<file path="src/rtl/dsp_logic_pkg.sv">
// dsp_logic_pkg
//   Shared definitions for the DSP48E2 logic pipe.
//   - op_t        : 3-bit operation code seen on the op port.
//   - ALU_*       : ALUMODE values used by the logic unit.
//   - OPM_*       : OPMODE field values (W[8:7], Z[6:4], Y[3:2], X[1:0]).
//   - dsp_ctrl_t  : {alumode, opmode} pair loaded into the DSP control registers.
//   - op_to_ctrl  : translate (op, acc) into that pair.
package dsp_logic_pkg;

  typedef enum logic [2:0] {
    OP_AND  = 3'd0,
    OP_OR   = 3'd1,
    OP_XOR  = 3'd2,
    OP_XNOR = 3'd3,
    OP_NAND = 3'd4,
    OP_NOR  = 3'd5,
    OP_ANDN = 3'd6,
    OP_PASS = 3'd7
  } op_t;

  // Logic-unit ALUMODE codes. With Y=0 they give XOR/XNOR/AND/AND-NOT/NAND;
  // with Y=all-ones the AND and NAND codes turn into OR and NOR.
  localparam logic [3:0] ALU_XOR  = 4'b0100;
  localparam logic [3:0] ALU_XNOR = 4'b0101;
  localparam logic [3:0] ALU_AND  = 4'b1100;
  localparam logic [3:0] ALU_ANDN = 4'b1101;
  localparam logic [3:0] ALU_NAND = 4'b1110;

  localparam logic [1:0] OPM_W_ZERO = 2'b00;
  localparam logic [2:0] OPM_Z_ZERO = 3'b000;
  localparam logic [2:0] OPM_Z_P    = 3'b010;
  localparam logic [2:0] OPM_Z_C    = 3'b011;
  localparam logic [1:0] OPM_Y_ZERO = 2'b00;
  localparam logic [1:0] OPM_Y_ONES = 2'b10;
  localparam logic [1:0] OPM_X_AB   = 2'b11;

  typedef struct packed {
    logic [3:0] alumode;
    logic [8:0] opmode;
  } dsp_ctrl_t;

  function automatic dsp_ctrl_t op_to_ctrl(op_t op, logic acc);
    dsp_ctrl_t  ctrl;
    logic [2:0] z_sel;
    logic [1:0] y_sel;
    z_sel        = acc ? OPM_Z_P : OPM_Z_C;
    y_sel        = OPM_Y_ZERO;
    ctrl.alumode = ALU_AND;
    case (op)
      OP_AND:  ctrl.alumode = ALU_AND;
      OP_OR: begin
        ctrl.alumode = ALU_AND;
        y_sel        = OPM_Y_ONES;
      end
      OP_XOR:  ctrl.alumode = ALU_XOR;
      OP_XNOR: ctrl.alumode = ALU_XNOR;
      OP_NAND: ctrl.alumode = ALU_NAND;
      OP_NOR: begin
        ctrl.alumode = ALU_NAND;
        y_sel        = OPM_Y_ONES;
      end
      OP_ANDN: ctrl.alumode = ALU_ANDN;
      // PASS is X OR 0: Z is forced to zero so neither b nor P leaks through.
      OP_PASS: begin
        ctrl.alumode = ALU_AND;
        y_sel        = OPM_Y_ONES;
        z_sel        = OPM_Z_ZERO;
      end
      default: ctrl.alumode = ALU_AND;
    endcase
    ctrl.opmode = {OPM_W_ZERO, z_sel, y_sel, OPM_X_AB};
    return ctrl;
  endfunction

endpackage

</file>
<file path="src/rtl/DSP48E2.sv">
// DSP48E2 (behavioural stand-in)
//   Cycle model of the DSP48E2 slice restricted to the configuration the logic
//   pipe uses: A:B on X, C/P/0 on Z, Y = 0 or all-ones, W = 0, every input
//   register and P registered, no multiplier, ONE48 SIMD. Leave this file out of
//   the implementation source list so the vendor primitive binds instead.
//   Ports: CLK; A[29:0], B[17:0], C[47:0]; ALUMODE[3:0], OPMODE[8:0];
//   clock enables CEA2/CEB2/CEC/CEALUMODE/CECTRL/CEP; resets RSTA/RSTB/RSTC/
//   RSTALUMODE/RSTCTRL/RSTP; result P[47:0].
module DSP48E2 #(
  parameter int    AREG               = 1,
  parameter int    BREG               = 1,
  parameter int    CREG               = 1,
  parameter int    PREG               = 1,
  parameter int    ALUMODEREG         = 1,
  parameter int    OPMODEREG          = 1,
  parameter int    MREG               = 0,
  parameter int    ADREG              = 0,
  parameter int    DREG               = 0,
  parameter string USE_MULT           = "NONE",
  parameter string USE_SIMD           = "ONE48",
  parameter string USE_PATTERN_DETECT = "NO_PATDET"
) (
  input  logic        CLK,
  input  logic [29:0] A,
  input  logic [17:0] B,
  input  logic [47:0] C,
  input  logic [3:0]  ALUMODE,
  input  logic [8:0]  OPMODE,
  input  logic        CEA2,
  input  logic        CEB2,
  input  logic        CEC,
  input  logic        CEALUMODE,
  input  logic        CECTRL,
  input  logic        CEP,
  input  logic        RSTA,
  input  logic        RSTB,
  input  logic        RSTC,
  input  logic        RSTALUMODE,
  input  logic        RSTCTRL,
  input  logic        RSTP,
  output logic [47:0] P
);

  if (AREG != 1 || BREG != 1 || CREG != 1 || PREG != 1 ||
      ALUMODEREG != 1 || OPMODEREG != 1 ||
      MREG != 0 || ADREG != 0 || DREG != 0 ||
      USE_MULT != "NONE" || USE_SIMD != "ONE48" ||
      USE_PATTERN_DETECT != "NO_PATDET") begin : g_unsupported
    $error("DSP48E2 stand-in only models the registered logic-unit configuration");
  end

  logic [29:0] a_reg;
  logic [17:0] b_reg;
  logic [47:0] c_reg;
  logic [3:0]  alumode_reg;
  logic [8:0]  opmode_reg;
  logic [47:0] p_reg, p_next;
  logic [47:0] x_mux, z_mux;

  always_ff @(posedge CLK) begin
    if (RSTA) a_reg <= '0;
    else if (CEA2) a_reg <= A;
    if (RSTB) b_reg <= '0;
    else if (CEB2) b_reg <= B;
    if (RSTC) c_reg <= '0;
    else if (CEC) c_reg <= C;
    if (RSTALUMODE) alumode_reg <= '0;
    else if (CEALUMODE) alumode_reg <= ALUMODE;
    if (RSTCTRL) opmode_reg <= '0;
    else if (CECTRL) opmode_reg <= OPMODE;
    if (RSTP) p_reg <= '0;
    else if (CEP) p_reg <= p_next;
  end

  always_comb begin
    x_mux = (opmode_reg[1:0] == 2'b11) ? {a_reg, b_reg} : 48'd0;
    case (opmode_reg[6:4])
      3'b010:  z_mux = p_reg;   // P feedback is combinational into the ALU
      3'b011:  z_mux = c_reg;
      default: z_mux = 48'd0;
    endcase
    p_next = 48'd0;
    // Logic-unit truth table; W must be zero for logic operation.
    if (opmode_reg[8:7] == 2'b00) begin
      case ({opmode_reg[3:2], alumode_reg})
        6'b00_0100: p_next = x_mux ^ z_mux;
        6'b00_0101: p_next = ~(x_mux ^ z_mux);
        6'b00_1100: p_next = x_mux & z_mux;
        6'b00_1101: p_next = x_mux & ~z_mux;
        6'b00_1110: p_next = ~(x_mux & z_mux);
        6'b00_1111: p_next = ~x_mux | z_mux;
        6'b10_0100: p_next = ~(x_mux ^ z_mux);
        6'b10_0101: p_next = x_mux ^ z_mux;
        6'b10_1100: p_next = x_mux | z_mux;
        6'b10_1101: p_next = x_mux | ~z_mux;
        6'b10_1110: p_next = ~(x_mux | z_mux);
        6'b10_1111: p_next = ~x_mux & z_mux;
        default:    p_next = 48'd0;
      endcase
    end
  end

  assign P = p_reg;

endmodule

</file>
<file path="src/rtl/dsp_logic_ctrl.sv">
// dsp_logic_ctrl
//   Fabric flow control for the two-stage DSP logic pipe.
//   Ports:
//     clock, reset  : clock, synchronous active-high reset
//     in_valid      : upstream beat present
//     out_ready     : downstream takes y
//     in_ready      : pipe accepts a beat this cycle
//     ce_stage1     : enable for A/B/C/ALUMODE/OPMODE registers
//     ce_p          : enable for the P register
//     out_valid     : P holds a result
module dsp_logic_ctrl (
  input  logic clock,
  input  logic reset,
  input  logic in_valid,
  input  logic out_ready,
  output logic in_ready,
  output logic ce_stage1,
  output logic ce_p,
  output logic out_valid
);

  logic advance;
  logic v1_reg, v1_next;
  logic out_valid_reg, out_valid_next;

  // The whole pipe moves as one unit whenever the output slot is free or drained.
  assign advance   = !out_valid_reg || out_ready;
  assign in_ready  = advance;
  assign ce_stage1 = advance;
  // P only loads real beats, so an accumulated value survives bubbles.
  assign ce_p      = advance && v1_reg;
  assign out_valid = out_valid_reg;

  always_comb begin
    v1_next        = v1_reg;
    out_valid_next = out_valid_reg;
    if (advance) begin
      v1_next        = in_valid;
      out_valid_next = v1_reg;
    end
  end

  always_ff @(posedge clock) begin
    if (reset) begin
      v1_reg        <= 1'b0;
      out_valid_reg <= 1'b0;
    end else begin
      v1_reg        <= v1_next;
      out_valid_reg <= out_valid_next;
    end
  end

endmodule

</file>
<file path="src/rtl/dsp_logic_pipe.sv">
// dsp_logic_pipe
//   Two-stage pipelined bitwise logic unit on one DSP48E2 with runtime op
//   select, valid/ready flow control and an accumulate mode (y = P_prev OP a).
//   Parameters: width (1..48) operand/result width; loc DSP site for LOC.
//   Ports:
//     clock, reset          : clock, synchronous active-high reset
//     in_valid / in_ready   : input handshake
//     op[2:0], acc, a, b    : beat payload (b unused when acc=1)
//     out_valid / out_ready : output handshake
//     y[width-1:0]          : result, low bits of P
module dsp_logic_pipe
  import dsp_logic_pkg::*;
#(
  parameter int width = 48,
  parameter     loc   = "DSP48E2_X0Y0"
) (
  input  logic             clock,
  input  logic             reset,
  input  logic             in_valid,
  output logic             in_ready,
  input  logic [2:0]       op,
  input  logic             acc,
  input  logic [width-1:0] a,
  input  logic [width-1:0] b,
  output logic             out_valid,
  input  logic             out_ready,
  output logic [width-1:0] y
);

  if (width < 1 || width > 48) begin : g_bad_width
    $error("dsp_logic_pipe: width must be in 1..48");
  end
  if ($bits(loc) < 8) begin : g_bad_loc
    $error("dsp_logic_pipe: loc must name a DSP site");
  end

  logic        ce_stage1;
  logic        ce_p;
  dsp_ctrl_t   ctrl;
  logic [47:0] ab_ext;
  logic [47:0] c_ext;
  logic [47:0] p_out;

  assign ctrl = op_to_ctrl(op_t'(op), acc);

  // Zero-extend both operands onto the 48-bit datapath.
  for (genvar gi = 0; gi < 48; gi++) begin : g_ext
    if (gi < width) begin : g_live
      assign ab_ext[gi] = a[gi];
      assign c_ext[gi]  = b[gi];
    end else begin : g_pad
      assign ab_ext[gi] = 1'b0;
      assign c_ext[gi]  = 1'b0;
    end
  end

  dsp_logic_ctrl u_ctrl (
    .clock     (clock),
    .reset     (reset),
    .in_valid  (in_valid),
    .out_ready (out_ready),
    .in_ready  (in_ready),
    .ce_stage1 (ce_stage1),
    .ce_p      (ce_p),
    .out_valid (out_valid)
  );

  (* LOC = loc *)
  DSP48E2 #(
    .AREG               (1),
    .BREG               (1),
    .CREG               (1),
    .PREG               (1),
    .ALUMODEREG         (1),
    .OPMODEREG          (1),
    .MREG               (0),
    .ADREG              (0),
    .DREG               (0),
    .USE_MULT           ("NONE"),
    .USE_SIMD           ("ONE48"),
    .USE_PATTERN_DETECT ("NO_PATDET")
  ) u_dsp (
    .CLK        (clock),
    .A          (ab_ext[47:18]),
    .B          (ab_ext[17:0]),
    .C          (c_ext),
    .ALUMODE    (ctrl.alumode),
    .OPMODE     (ctrl.opmode),
    .CEA2       (ce_stage1),
    .CEB2       (ce_stage1),
    .CEC        (ce_stage1),
    .CEALUMODE  (ce_stage1),
    .CECTRL     (ce_stage1),
    .CEP        (ce_p),
    .RSTA       (reset),
    .RSTB       (reset),
    .RSTC       (reset),
    .RSTALUMODE (reset),
    .RSTCTRL    (reset),
    .RSTP       (reset),
    .P          (p_out)
  );

  assign y = p_out[width-1:0];

endmodule

</file>
<file path="config.mk">
export PLATFORM = sky130hd
export DESIGN_NAME = dsp_logic_pipe
export DESIGN_NICKNAME = d
export VERILOG_FILES = /design/src/rtl/dsp_logic_pkg.sv /design/src/rtl/DSP48E2.sv /design/src/rtl/dsp_logic_ctrl.sv /design/src/rtl/dsp_logic_pipe.sv
export SDC_FILE = /design/constraint.sdc
export NUM_CORES = 1
export LEC_CHECK = 0
export CAP_MARGIN = 10
export CORE_ASPECT_RATIO = 0.9
export CORE_MARGIN = 5
export CORE_UTILIZATION = 55
export CTS_CLUSTER_DIAMETER = 40
export DETAILED_ROUTE_END_ITERATION = 16
export DONT_BUFFER_PORTS = 1
export PLACE_DENSITY = 0.69
export SETUP_SLACK_MARGIN = 0.4
export SLEW_MARGIN = 10
export SYNTH_ARGS = -nofsm -noshare
export SYNTH_HDL_FRONTEND = slang
export SYNTH_SLANG_ARGS = --single-unit
</file>
<file path="constraint.sdc">
create_clock -name clock -period 5.2 [get_ports clock]
set_input_delay 0.26 -clock clock [delete_from_list [all_inputs] [get_ports clock]]
set_output_delay 0.26 -clock clock [all_outputs]
set_load 0.05 [all_outputs]
</file>
==> flow_summary.ini <==
[layout]
final_area_mm2 = 0.0131
nets = 1645
fillCellCount = 1736
diodes = 0
drive_gt1_share_pct = 11.5
areaGrowthSynthToFinish_pct = 13.0

[timing]
drv_slew = 0
tns_ps = 0
setup_violations = 0
fmax_mhz = 318
tightest_slew_ps = 1210
min_period_ps = 3150
finalCritPeriodShare_pct = 60.6
rsz0062_at_grt = false
hold_viol = 0
relSlewSlack_pct = 19.4
fin_skew_ps = 6.97

[power_and_ir_drop]
vdd_drop_max_mv = 0.194
power.density_mw_per_mm2 = 234
p_leak_uw = 0.00653

[routing]
drt_wl_total_mm = 28.1
vias = 8848
vias_per_cell = 5.37
wl_per_cell_um = 17.0
drt_iter0_drc = 443
dr.pass1.iters = 5
antenna_left = 0
drc = 0

[logic_synthesis]
ys_async_sr_fraction_pct = 0
synth_top_area_share_pct = 26.4
avgSynthCellArea_um2 = 8.76
syn-num-nets = 1618
yosys_warnings = 0
synth_commonest_cells = 294 x nand2_1, 192 x ha_1, 188 x inv_1
yosysSeqAreaShare_pct = 26.4
netlist_area_mm2 = 0.0116
yosys-top-cells-area = dfxtp_1 26%, ha_1 21%, nand2_1 9.5%
ys_types = 44
synth_top_area_cell = dfxtp_1
yosysMostFrequentCell = nand2_1
ys_ff_latch = 153
synth_edf_count = 0
syn_inst = 1322
ys.flop_type = dfxtp_1

[worst_hold_path]
holdPathEnd = u_dsp.c_reg[41]
hold_depth = 2
holdCritStartpoint = b[41]
hp-class = input port to flip-flop

[clock_network]
cts_buffer_depth = 2
postCtsSetupBuffers = 0
cts_sinks = 153
tritoncts = done
numCtsBuffers = 17
insertion_delay_ps = 430
cts_max_level = 4
root_buffer = clkbuf_16
cts_hold_buf = 88
cts_resized = 0
clkTransAtPathRegs_ps = 60

[setup_path]
cp_top_family = multiplexers
cp.buffers_inverters = 2
cp.required_ps = 5520
reg2reg_to = u_dsp.P[0]
slowest_stage = dfxtp_2
regToRegSetupSlack_ps = 2050
cp_max_fo = 32
endpoint_kind = flip-flop
worstPathCellList = buf_4 -> mux2_2 -> nand2_1 -> inv_1 -> ha_1 -> mux4_2 -> mux2i_1 -> a221o_2
slowest_delay_ps = 900
crit_type = flip-flop to flip-flop
rr_startpoint = u_dsp.opmode_reg[4]
critPathLaunchType = flip-flop
worstPathArrival_ps = 3470
r2r_cells = 8

[floorplanning]
io_pins = 154
start_util_pct = 55.8
die-width_um = 163
dieArea_mm2 = 0.0241
die_h_um = 148
std_cell_rows = 50
core_mm2 = 0.0208

[global_routing]
antenna_found_initial = 1
grt_start_max_net_pins = 106
grt_pass1_vias = 9029
grt_usage_pct = 23.1
grt.overflow.total = 0
grt_first_pass_wirelength_mm = 45.3

[run]
cap_violations = 0

[placed_design]
io_buffers = 0
gp_congestion = 0.743
dp_hpwl_mm = 17.5
place_area_mm2 = 0.0116

[outcome]
status = finished clean
==> worst register-to-register path, delay by kind of cell (launching register included) <==
family	cells	cell delay, ps
muxes	3	960
DFF	1	900
buffers and inverters	2	540
AOI/OAI and AO/OA	1	330
adders and majority gates	1	200
and+or+nand+nor	1	110
==> worst max path at each step <==
stage                        to                start  slack (ps)  cells past startpoint
floorplan            u_dsp.P[6]  u_dsp.opmode_reg[4]        2770                      9
global placement     u_dsp.P[3]     u_ctrl.out_valid        2100                      4
detailed placement  u_dsp.P[47]     u_ctrl.out_valid        2040                      4
CTS                 u_dsp.P[47]     u_ctrl.out_valid        2030                      4
global route        u_dsp.P[11]     u_ctrl.out_valid        1840                      4
finish               u_dsp.P[0]  u_dsp.opmode_reg[4]        2050                      8
==> final cells by class <==
type | count | area [um2] | area share (%)
multi-input combinational | 889 | 7380 | 56.4
sequential | 153 | 3070 | 23.5
timing repair buffer | 99 | 988 | 7.55
inverter | 189 | 712 | 5.44
clock buffer | 22 | 454 | 3.47
tap | 286 | 358 | 2.73
clock inverter | 10 | 118 | 0.899
==> kinds of logic (layout without fill, tap and decap cells) <==
group,after synthesis,count (layout),share of synthesized area (%)
fa+ha+maj,192,192,20.7
xor+xnor,57,57,4.37
mux,139,139,17.2
flops,153,153,26.4
compound gates,167,167,9.58
buf+inv,280,320,10.1
simple gates,334,334,11.6
==> layout by cell type, fill, tap and decap left out, types with 4 or more instances in the layout <==
| master | n |
|---|---|
| a21oi_1 | 104 |
| a221o_1 | 31 |
| a221o_2 | 12 |
| a22oi_1 | 5 |
| and3_1 | 4 |
| buf_4 | 8 |
| clkbuf_1 | 4 |
| clkbuf_16 | 17 |
| dfxtp_1 | 148 |
| dlygate4sd3_1 | 90 |
| ha_1 | 192 |
| inv_1 | 188 |
| mux2_2 | 48 |
| mux2i_1 | 48 |
| mux4_2 | 43 |
| nand2_1 | 294 |
| nand2b_1 | 5 |
| nor2_1 | 11 |
| o211ai_1 | 5 |
| xnor2_1 | 52 |
| xor2_1 | 4 |
==> metal layers <==
layer / up-vias / track usage, % / share of wire [%]
met3: 45 / 5.94 / 6.3
li1: 4362 / - / -
met1: 4238 / 27.7 / 42
met4: 2 / 6.58 / 1.9
met5: - / 0 / 0.046
met2: 201 / 41.0 / 50
==> report_power, final <==
part	internal (uW)	switching, uW
Sequential	1230	115
Clock	722	522
Combinational	235	242
==> stage by stage <==
step                      setup WS, ps  instances  hold WS (ps)  total power [uW]  util [%]
final                             2050       1648          17.4              3070      63.0
after detailed placement          2040       1525           341              1780      55.8
after floorplan                   2770       1322           400              1700         -
after global routing              1840       1648          6.83              3200      63.0
after CTS                         2030       1645          3.33              3090      62.9
after global placement            2100       1525           339              1770      55.8
No activity file was read; power rests on OpenSTA's default activity.
